File: src/rtl/stream_take_sum_pkg.sv
// ---------------------------------------------------------------------------
// stream_take_sum_pkg
// Shared definitions for the stream_take_sum consumer:
//   N_W      - width of data, count and sum (the codebase intN width)
//   state_t  - FSM state encoding for the top-level controller
// ---------------------------------------------------------------------------
package stream_take_sum_pkg;

    localparam int N_W = 8;

    typedef enum logic [1:0] {
        IDLE = 2'd0,
        RUN  = 2'd1,
        DONE = 2'd2
    } state_t;

endpackage

File: src/rtl/stream_take_sum_if.sv
// ---------------------------------------------------------------------------
// stream_take_sum_if
// Handshake bundle for stream_take_sum.
//   start channel : in_valid / in_ready / dIn (element count)
//   data stream   : sIn / sIn_valid / sIn_ready
//   result channel: out_valid / out_ready / dOut (sum)
// Modports:
//   master - the environment (request source, stream producer, result sink)
//   slave  - the stream_take_sum block
// ---------------------------------------------------------------------------
interface stream_take_sum_if;
    import stream_take_sum_pkg::*;

    logic           in_valid;
    logic           in_ready;
    logic [N_W-1:0] dIn;
    logic [N_W-1:0] sIn;
    logic           sIn_valid;
    logic           sIn_ready;
    logic           out_valid;
    logic           out_ready;
    logic [N_W-1:0] dOut;

    modport master (
        output in_valid, dIn, sIn, sIn_valid, out_ready,
        input  in_ready, sIn_ready, out_valid, dOut
    );

    modport slave (
        input  in_valid, dIn, sIn, sIn_valid, out_ready,
        output in_ready, sIn_ready, out_valid, dOut
    );

endinterface

File: src/rtl/stream_acc_n.sv
// ---------------------------------------------------------------------------
// stream_acc_n
// Down-counter plus wrapping accumulator.
// Ports:
//   clk, nrst  - clock, asynchronous active-low reset
//   i_clear    - zero the accumulator
//   i_load     - load the remaining-beat counter from i_count
//   i_beat     - one beat accepted: acc += i_data, remaining -= 1
//   i_count    - element count to load
//   i_data     - beat data
//   o_acc      - current accumulator value
//   o_last     - remaining == 1, i.e. the next accepted beat is the final one
// ---------------------------------------------------------------------------
module stream_acc_n
    import stream_take_sum_pkg::*;
(
    input  logic           clk,
    input  logic           nrst,
    input  logic           i_clear,
    input  logic           i_load,
    input  logic           i_beat,
    input  logic [N_W-1:0] i_count,
    input  logic [N_W-1:0] i_data,
    output logic [N_W-1:0] o_acc,
    output logic           o_last
);

    logic [N_W-1:0] r_remaining;
    logic [N_W-1:0] r_acc;

    always_ff @(posedge clk or negedge nrst) begin
        if (!nrst) begin
            r_remaining <= '0;
            r_acc       <= '0;
        end else begin
            // Sum is kept at N_W bits: overflow wraps modulo 2^N_W.
            if (i_clear)
                r_acc <= '0;
            else if (i_beat)
                r_acc <= r_acc + i_data;

            if (i_load)
                r_remaining <= i_count;
            else if (i_beat)
                r_remaining <= r_remaining - 1'b1;
        end
    end

    assign o_acc  = r_acc;
    assign o_last = (r_remaining == N_W'(1));

endmodule

File: src/rtl/stream_take_sum.sv
// ---------------------------------------------------------------------------
// stream_take_sum
// Accepts an element count N on the start channel, consumes exactly N beats
// from the input stream, and returns their sum (mod 2^N_W) on the result
// channel. The stream is back-pressured whenever the block is not collecting.
// Ports:
//   clk   - system clock
//   nrst  - asynchronous active-low reset; aborts any operation in flight
//   bus   - stream_take_sum_if.slave (start, stream and result channels)
// All outputs are registers, so no input reaches a ready/valid combinationally.
// ---------------------------------------------------------------------------
module stream_take_sum
    import stream_take_sum_pkg::*;
(
    input  logic             clk,
    input  logic             nrst,
    stream_take_sum_if.slave bus
);

    state_t         r_state;
    logic           r_in_ready;
    logic           r_sin_ready;
    logic           r_out_valid;
    logic [N_W-1:0] r_dout;

    logic           w_start;
    logic           w_beat;
    logic [N_W-1:0] w_acc;
    logic           w_last;

    // r_in_ready is high exactly in IDLE, r_sin_ready exactly in RUN.
    assign w_start = r_in_ready && bus.in_valid;
    assign w_beat  = r_sin_ready && bus.sIn_valid;

    stream_acc_n u_acc (
        .clk     (clk),
        .nrst    (nrst),
        .i_clear (w_start),
        .i_load  (w_start),
        .i_beat  (w_beat),
        .i_count (bus.dIn),
        .i_data  (bus.sIn),
        .o_acc   (w_acc),
        .o_last  (w_last)
    );

    always_ff @(posedge clk or negedge nrst) begin
        if (!nrst) begin
            r_state     <= IDLE;
            r_in_ready  <= 1'b1;
            r_sin_ready <= 1'b0;
            r_out_valid <= 1'b0;
            r_dout      <= '0;
        end else begin
            case (r_state)
                IDLE: begin
                    if (bus.in_valid) begin
                        r_in_ready <= 1'b0;
                        if (bus.dIn == '0) begin
                            // Empty request: result is 0 without touching the stream.
                            r_state     <= DONE;
                            r_out_valid <= 1'b1;
                            r_dout      <= '0;
                        end else begin
                            r_state     <= RUN;
                            r_sin_ready <= 1'b1;
                        end
                    end
                end
                RUN: begin
                    if (w_beat && w_last) begin
                        // Capture the sum including the final beat so the
                        // result is valid in the very next cycle.
                        r_state     <= DONE;
                        r_sin_ready <= 1'b0;
                        r_out_valid <= 1'b1;
                        r_dout      <= w_acc + bus.sIn;
                    end
                end
                DONE: begin
                    if (bus.out_ready) begin
                        r_state     <= IDLE;
                        r_out_valid <= 1'b0;
                        r_in_ready  <= 1'b1;
                    end
                end
                default: begin
                    r_state     <= IDLE;
                    r_in_ready  <= 1'b1;
                    r_sin_ready <= 1'b0;
                    r_out_valid <= 1'b0;
                end
            endcase
        end
    end

    assign bus.in_ready  = r_in_ready;
    assign bus.sIn_ready = r_sin_ready;
    assign bus.out_valid = r_out_valid;
    assign bus.dOut      = r_dout;

endmodule

File: src/flat_wrapper.sv
// flat-port wrapper written by rule: the top's interface ports become plain ports
module stream_take_sum_flat import stream_take_sum_pkg::*;
  (clk, nrst, bus_in_valid, bus_dIn, bus_sIn, bus_sIn_valid, bus_out_ready, bus_in_ready, bus_sIn_ready, bus_out_valid, bus_dOut);
  stream_take_sum_if bus_i ();
  input  logic clk;
  input  logic nrst;
  input wire logic [$bits(bus_i.in_valid)-1:0] bus_in_valid;
  input wire logic [$bits(bus_i.dIn)-1:0] bus_dIn;
  input wire logic [$bits(bus_i.sIn)-1:0] bus_sIn;
  input wire logic [$bits(bus_i.sIn_valid)-1:0] bus_sIn_valid;
  input wire logic [$bits(bus_i.out_ready)-1:0] bus_out_ready;
  output wire logic [$bits(bus_i.in_ready)-1:0] bus_in_ready;
  output wire logic [$bits(bus_i.sIn_ready)-1:0] bus_sIn_ready;
  output wire logic [$bits(bus_i.out_valid)-1:0] bus_out_valid;
  output wire logic [$bits(bus_i.dOut)-1:0] bus_dOut;
  assign bus_i.in_valid = bus_in_valid;
  assign bus_i.dIn = bus_dIn;
  assign bus_i.sIn = bus_sIn;
  assign bus_i.sIn_valid = bus_sIn_valid;
  assign bus_i.out_ready = bus_out_ready;
  assign bus_in_ready = bus_i.in_ready;
  assign bus_sIn_ready = bus_i.sIn_ready;
  assign bus_out_valid = bus_i.out_valid;
  assign bus_dOut = bus_i.dOut;
  stream_take_sum u_core (.clk(clk), .nrst(nrst), .bus(bus_i));
endmodule
File: config.mk
export PLATFORM = sky130hd
export DESIGN_NAME = stream_take_sum_flat
export DESIGN_NICKNAME = d
export VERILOG_FILES = /design/src/rtl/stream_take_sum_pkg.sv /design/src/rtl/stream_take_sum_if.sv /design/src/rtl/stream_acc_n.sv /design/src/rtl/stream_take_sum.sv /design/src/flat_wrapper.sv
export SDC_FILE = /design/constraint.sdc
export NUM_CORES = 1
export LEC_CHECK = 0
export CAP_MARGIN = 20
export CORE_MARGIN = 2
export CORE_UTILIZATION = 55
export DETAILED_ROUTE_END_ITERATION = 10
export GPL_TIMING_DRIVEN = 0
export PLACE_DENSITY = 0.87
export RECOVER_POWER = 50
export SYNTH_ARGS = -nofsm -noshare
export SYNTH_HDL_FRONTEND = slang
export SYNTH_SLANG_ARGS = --single-unit
File: constraint.sdc
create_clock -name clk -period 4.4 [get_ports clk]
set_input_delay 0.66 -clock clk [delete_from_list [all_inputs] [get_ports clk]]
set_output_delay 0.66 -clock clk [all_outputs]
set_load 0.02 [all_outputs]
After elaboration in Yosys (flattened, before gate mapping). Cells that the tools add are included.

Register bits after elaboration: 29. Latch bits: 0. Bits in writable memories: 0. Memory bits (read-only): 0. Input bits: 21. Output and inout bits: 11. Logic and storage cells: 56. Memories kept: 0.

Add/sub/neg operators: 2. Multipliers: 0. Div/mod/pow operators: 0. Order comparisons: 0. Equality and inequality tests: 8. Shift-type cells: 0. Mux-type cells: 25. Bitwise logic cells: 2. Reductions and logical operators: 12.

Operators by type and width (number): $mux W8 (7); $pmux W8 S2 (1); $reduce_and A4 Y1 (3); $mux W1 (9); $pmux W1 S3 (3); $add A8 B8 Y8 (1); $eq A8 B1 Y1 const B (1); $logic_not A8 Y1 (1); $mux W2 (4); $sub A8 B1 Y8 const B (1); $ne A2 B2 Y1 const B (3); $pmux W2 S3 (1); $reduce_and A3 Y1 (2); $ne A2 B1 Y1 const B (2); $reduce_bool A2 Y1 (2); $logic_and A1 B1 Y1 (3); $eq A2 B1 Y1 const B (1); $eq A2 B2 Y1 const B (1); $logic_not A2 Y1 (1); $not A1 Y1 (2).

Logic depth before layout (Yosys ltp).
Depth after elaboration: 4. Depth in mapped cells: 8. Gate-level depth less buffers: 7.

By module. From an unflattened synthesis, not the netlist that was laid out.

Cells, all modules: 200. Area, all modules: 1963.1 um^2.

Modules (own cells, without submodules): stream_acc_n (instances 1, cells an instance 113, area an instance 1123.6 um^2, sequential area each 400.4 um^2); stream_take_sum (instances 1, cells an instance 87, area an instance 839.6 um^2, sequential area each 326.6 um^2).

Least setup slack after synthesis. OpenSTA, ideal clock, no wires.

Path kind: input to register. Start point: input bus_sIn[0]. End point: register u_core.u_acc.r_acc[6], in the netlist u_core.u_acc.o_acc[6]. Library setup time: 0.125 ns. Arrival: 2.172 ns. Data required time: 4.275 ns. Path slack: 2.102 ns. Cell stages on the path: 7. Path buffers: 0. Path through: ha_1 -> fa_1 -> a211oi_1 -> o21bai_1 -> a21oi_1 -> nor3_1 -> a2111oi_0.

Cells in the longest elaborated chain, start to end: 3.

Ends and longest elaborated chain: start: declaration (line flat_wrapper.sv:9) `input wire logic [$bits(bus_i.sIn)-1:0] bus_sIn;`; $add A8 B8 Y8 (line stream_acc_n.sv:40) `r_acc <= r_acc + i_data;`; $mux W8 (line stream_acc_n.sv:39) `else if (i_beat)`; $mux W8 (line stream_acc_n.sv:37) `if (i_clear)`; end signal: assignment (line stream_acc_n.sv:40); end: declaration (line stream_acc_n.sv:29) `logic [N_W-1:0] r_acc;`.

No other way between the ends. The select of a mux whose other input is x is not followed. A chain may end at the register's enable or synchronous reset.

Final worst setup path. Same ends and word-level chain as after synthesis.

==> key figures <==
Outcome
  – Status: finished, violations left
  – Failing checks: design-rule violations

Floorplanning
  – Num rows: 19
  – Initial cell density of the core: 59.0%
  – Die height: 58.9 um
  – I/O pin count: 32
  – Die area: 0.00346 sq mm
  – Die width: 58.9 um
  – Core area: 0.00281 sq mm

Yosys
  – Post-synthesis cell area: 0.00166 sq mm
  – Mapped Nets: 205
  – Seq cells post-synth: 29
  – Avg Inst Size Synth: 9.51 sq um
  – Ys Warns: 0
  – Cells after Synth: 174
  – Seq/Total Area, Yosys: 43.9%
  – Netlist cell types: 39

Worst setup path
  – Crit Reg-Reg Endpoint: u_core.u_acc.o_acc[6]
  – WP data required: 4.60 ns
  – Worst EP arrival: 2.84 ns
  – Reg2reg path depth: 7
  – Crit Path Max Fanout: 3
  – Crit path from: bus_sIn[0]
  – Reg2reg start: u_core.u_acc.o_acc[0]
  – Crit path capture: u_core.u_acc.o_acc[6]
  – Setup crit end kind: flop
  – CP Class: in2reg
  – Worst R2R Setup Slack: 2.12 ns
  – CP Launch Type: input port

Timing
  – Actual slew at the worst max-slew pin: 1.02 ns
  – Endpoints failing setup: 0
  – RSZ-0062 raised after global routing: no
  – Max Fclk: 379 MHz
  – Slew HR: 31.9%
  – Setup_tns: 0 ns
  – Pins Over Slew Limit: 0
  – Final worst-path cycle share: 59.9%
  – Hold Worst Slack: 0.505 ns
  – Skew final: 0.00695 ns
  – Final Hold Viols: 0
  – Crit path time final: 2.64 ns

Finish
  – N_diodes: 0
  – P&R area growth vs syn: 25.5%
  – Share of layout cells above drive strength 1: 7.01%
  – Layout Cells excl Fill: 245
  – Nets: 244

GRT
  – GR Util All Layers: 26.4%
  – Total grt overflow: 0
  – Initial antenna violation count: 0
  – Pin count of the biggest net entering global routing: 20
  – Vias in the first global route: 1546
  – First-pass GRT wire length: 6.69 mm

CTS
  – H-Tree Depth: 2
  – Clock Tree Root: clkbuf_4
  – Num Clock Sinks: 29
  – Clock slew at reported path FFs: 0.09 ns
  – Clock Latency Late Sink: 0.33 ns
  – Clock buffer depth: 2
  – TritonCTS Buffers: 5
  – Post-CTS setup buffer count: 0
  – CTS tree: yes
  – Hold_buf cts: 0
  – # resized after CTS: 0

Detailed routing
  – Final antenna-violating net count: 0
  – Vias: 1495
  – WL per Instance: 16.3 um
  – Vias per cell: 6.10
  – Routed WL: 3.99 mm
  – DRC viols: 2
  – Initial DRC count: 67
  – DRT Pass-1 Iters: 7

Min path
  – Hold Path Class: reg2reg

Power and ir drop
  – P_leak: 0.896 nW
  – Peak supply drop: 0.000368 V
  – Pwr Total: 1.34 mW
  – Cell Pwr Density: 647 mW/mm^2

Placed design
  – Dpl hpwl: 3.05 mm
  – Total placed cells including tap cells: 237
  – GP Congestion: 0.847
  – Buffers on Ports: 31

Job
  – Number of max-cap violations: 0
kinds of logic after synthesis:
kind of cell / Yosys count / synth area share [%]
XOR/XNOR: 12 / 6.35
adder cells (fa/ha/maj): 10 / 8.01
AND/OR/NAND/NOR: 62 / 19.4
AO/OA/AOI/OAI: 48 / 19.4
flip-flops: 29 / 43.9
buffers and inverters: 13 / 3.02
placed cells by master, fill, tap and decap left out, types with 2 or more instances in the layout:
cell and count:
nor3_1 4, or4_1 2, a22o_1 5, a21o_1 3, ha_1 9, clkdlybuf4s50_1 29
clkbuf_1 6, nand2_1 29, nor2_1 8, clkbuf_8 2, inv_1 7, dlygate4sd3_1 2
nand3_1 4, nor4_1 3, a21oi_1 14, nor2b_1 2, and2_1 2, o21ai_0 13
o211ai_1 2, clkbuf_4 5, dfrtp_1 28, xnor2_1 8, a211oi_1 3, xor2_1 4
area by class of cell:
class / count / area [sq um]
buffer: 6 / 23.8
clock buffer: 7 / 65.1
clock inverter: 1 / 5.00
fill: 193 / 727
inverter: 7 / 26.3
multi-input combinational: 132 / 878
sequential: 29 / 727
tap: 31 / 38.8
timing repair buffer: 32 / 314
cells in the mapped netlist, drive strengths merged:
library cell / count / area [sq um]
nand2: 30 / 115
dfrtp: 28 / 701
a21oi: 14 / 70.1
o21ai: 14 / 70.1
ha: 9 / 113
nor2: 8 / 30.0
xnor2: 8 / 70.1
inv: 7 / 26.3
a22o: 5 / 43.8
clkbuf: 5 / 18.8
nand3: 4 / 20.0
nor3: 4 / 20.0
nor4: 4 / 40.0
xor2: 4 / 35.0
a211oi: 3 / 22.5
a21o: 3 / 22.5
and2: 2 / 12.5
and4: 2 / 20.0
nor2b: 2 / 12.5
o211ai: 2 / 15.0
or4: 2 / 15.0
a2111oi: 1 / 8.76
a22oi: 1 / 7.51
a41oi: 1 / 27.5
and2b: 1 / 7.51
and3: 1 / 11.3
and4b: 1 / 10.0
buf: 1 / 5.00
dfstp: 1 / 26.3
fa: 1 / 20.0
nand2b: 1 / 6.26
o21bai: 1 / 7.51
o22a: 1 / 8.76
o31ai: 1 / 7.51
o32ai: 1 / 8.76
report_power, final:
group          internal (mW)  switching (mW)
clock network         0.0925          0.0937
registers              0.384           0.107
logic                  0.300           0.368
state kept, by name, indices dropped and copies added (netlist names):
signal,flops
u_core.r_state,2
u_core.bus.dOut,8
u_core.bus.in_ready,1
u_core.u_acc.r_remaining,8
u_core.bus.sIn_ready,1
u_core.bus.out_valid,1
u_core.u_acc.o_acc,8
worst min path at each step:
stage / slack (ns) / depth (start not counted) / start / end
3_5_place_dp: 0.48 / 2 / u_core.bus.dOut[7] / u_core.bus.dOut[7]
4_1_cts: 0.50 / 2 / u_core.bus.dOut[7] / u_core.bus.dOut[7]
2_1_floorplan: 0.36 / 0 / nrst / u_core.bus.dOut[0]
3_3_place_gp: 0.47 / 2 / u_core.bus.dOut[6] / u_core.bus.dOut[6]
5_1_grt: 0.54 / 2 / u_core.bus.dOut[2] / u_core.bus.dOut[2]
6_report: 0.50 / 1 / u_core.bus.dOut[4] / u_core.bus.dOut[4]
metrics by stage:
step                instance area, sq um  setup WS [ns]  util, %
finish                              2080           1.76     74.1
global route                        2080           1.67     74.1
CTS                                 2100           1.77     74.9
detailed placement                  2030           1.42     72.4
global placement                    2000           1.47     71.5
floorplan                           1660           2.10        -
layer usage:
layer	track usage (%)	routed length (um)	vias up	part of all wire [%]
li1	-	-	700	-
met1	30.6	1580	718	40
met3	7.91	332	8	8.3
met5	0	0	-	0
met2	44.6	2010	69	51
met4	12.3	57	0	1.4
critical path, cell delays in order:
cell and delay, ns:
clkdlybuf4s50_1 0.40, ha_1 0.25, fa_1 0.44, a211oi_1 0.25, o21bai_1 0.12, a21oi_1 0.26
nor3_1 0.08, a2111oi_0 0.38
(Power assumes the default switching activity.)
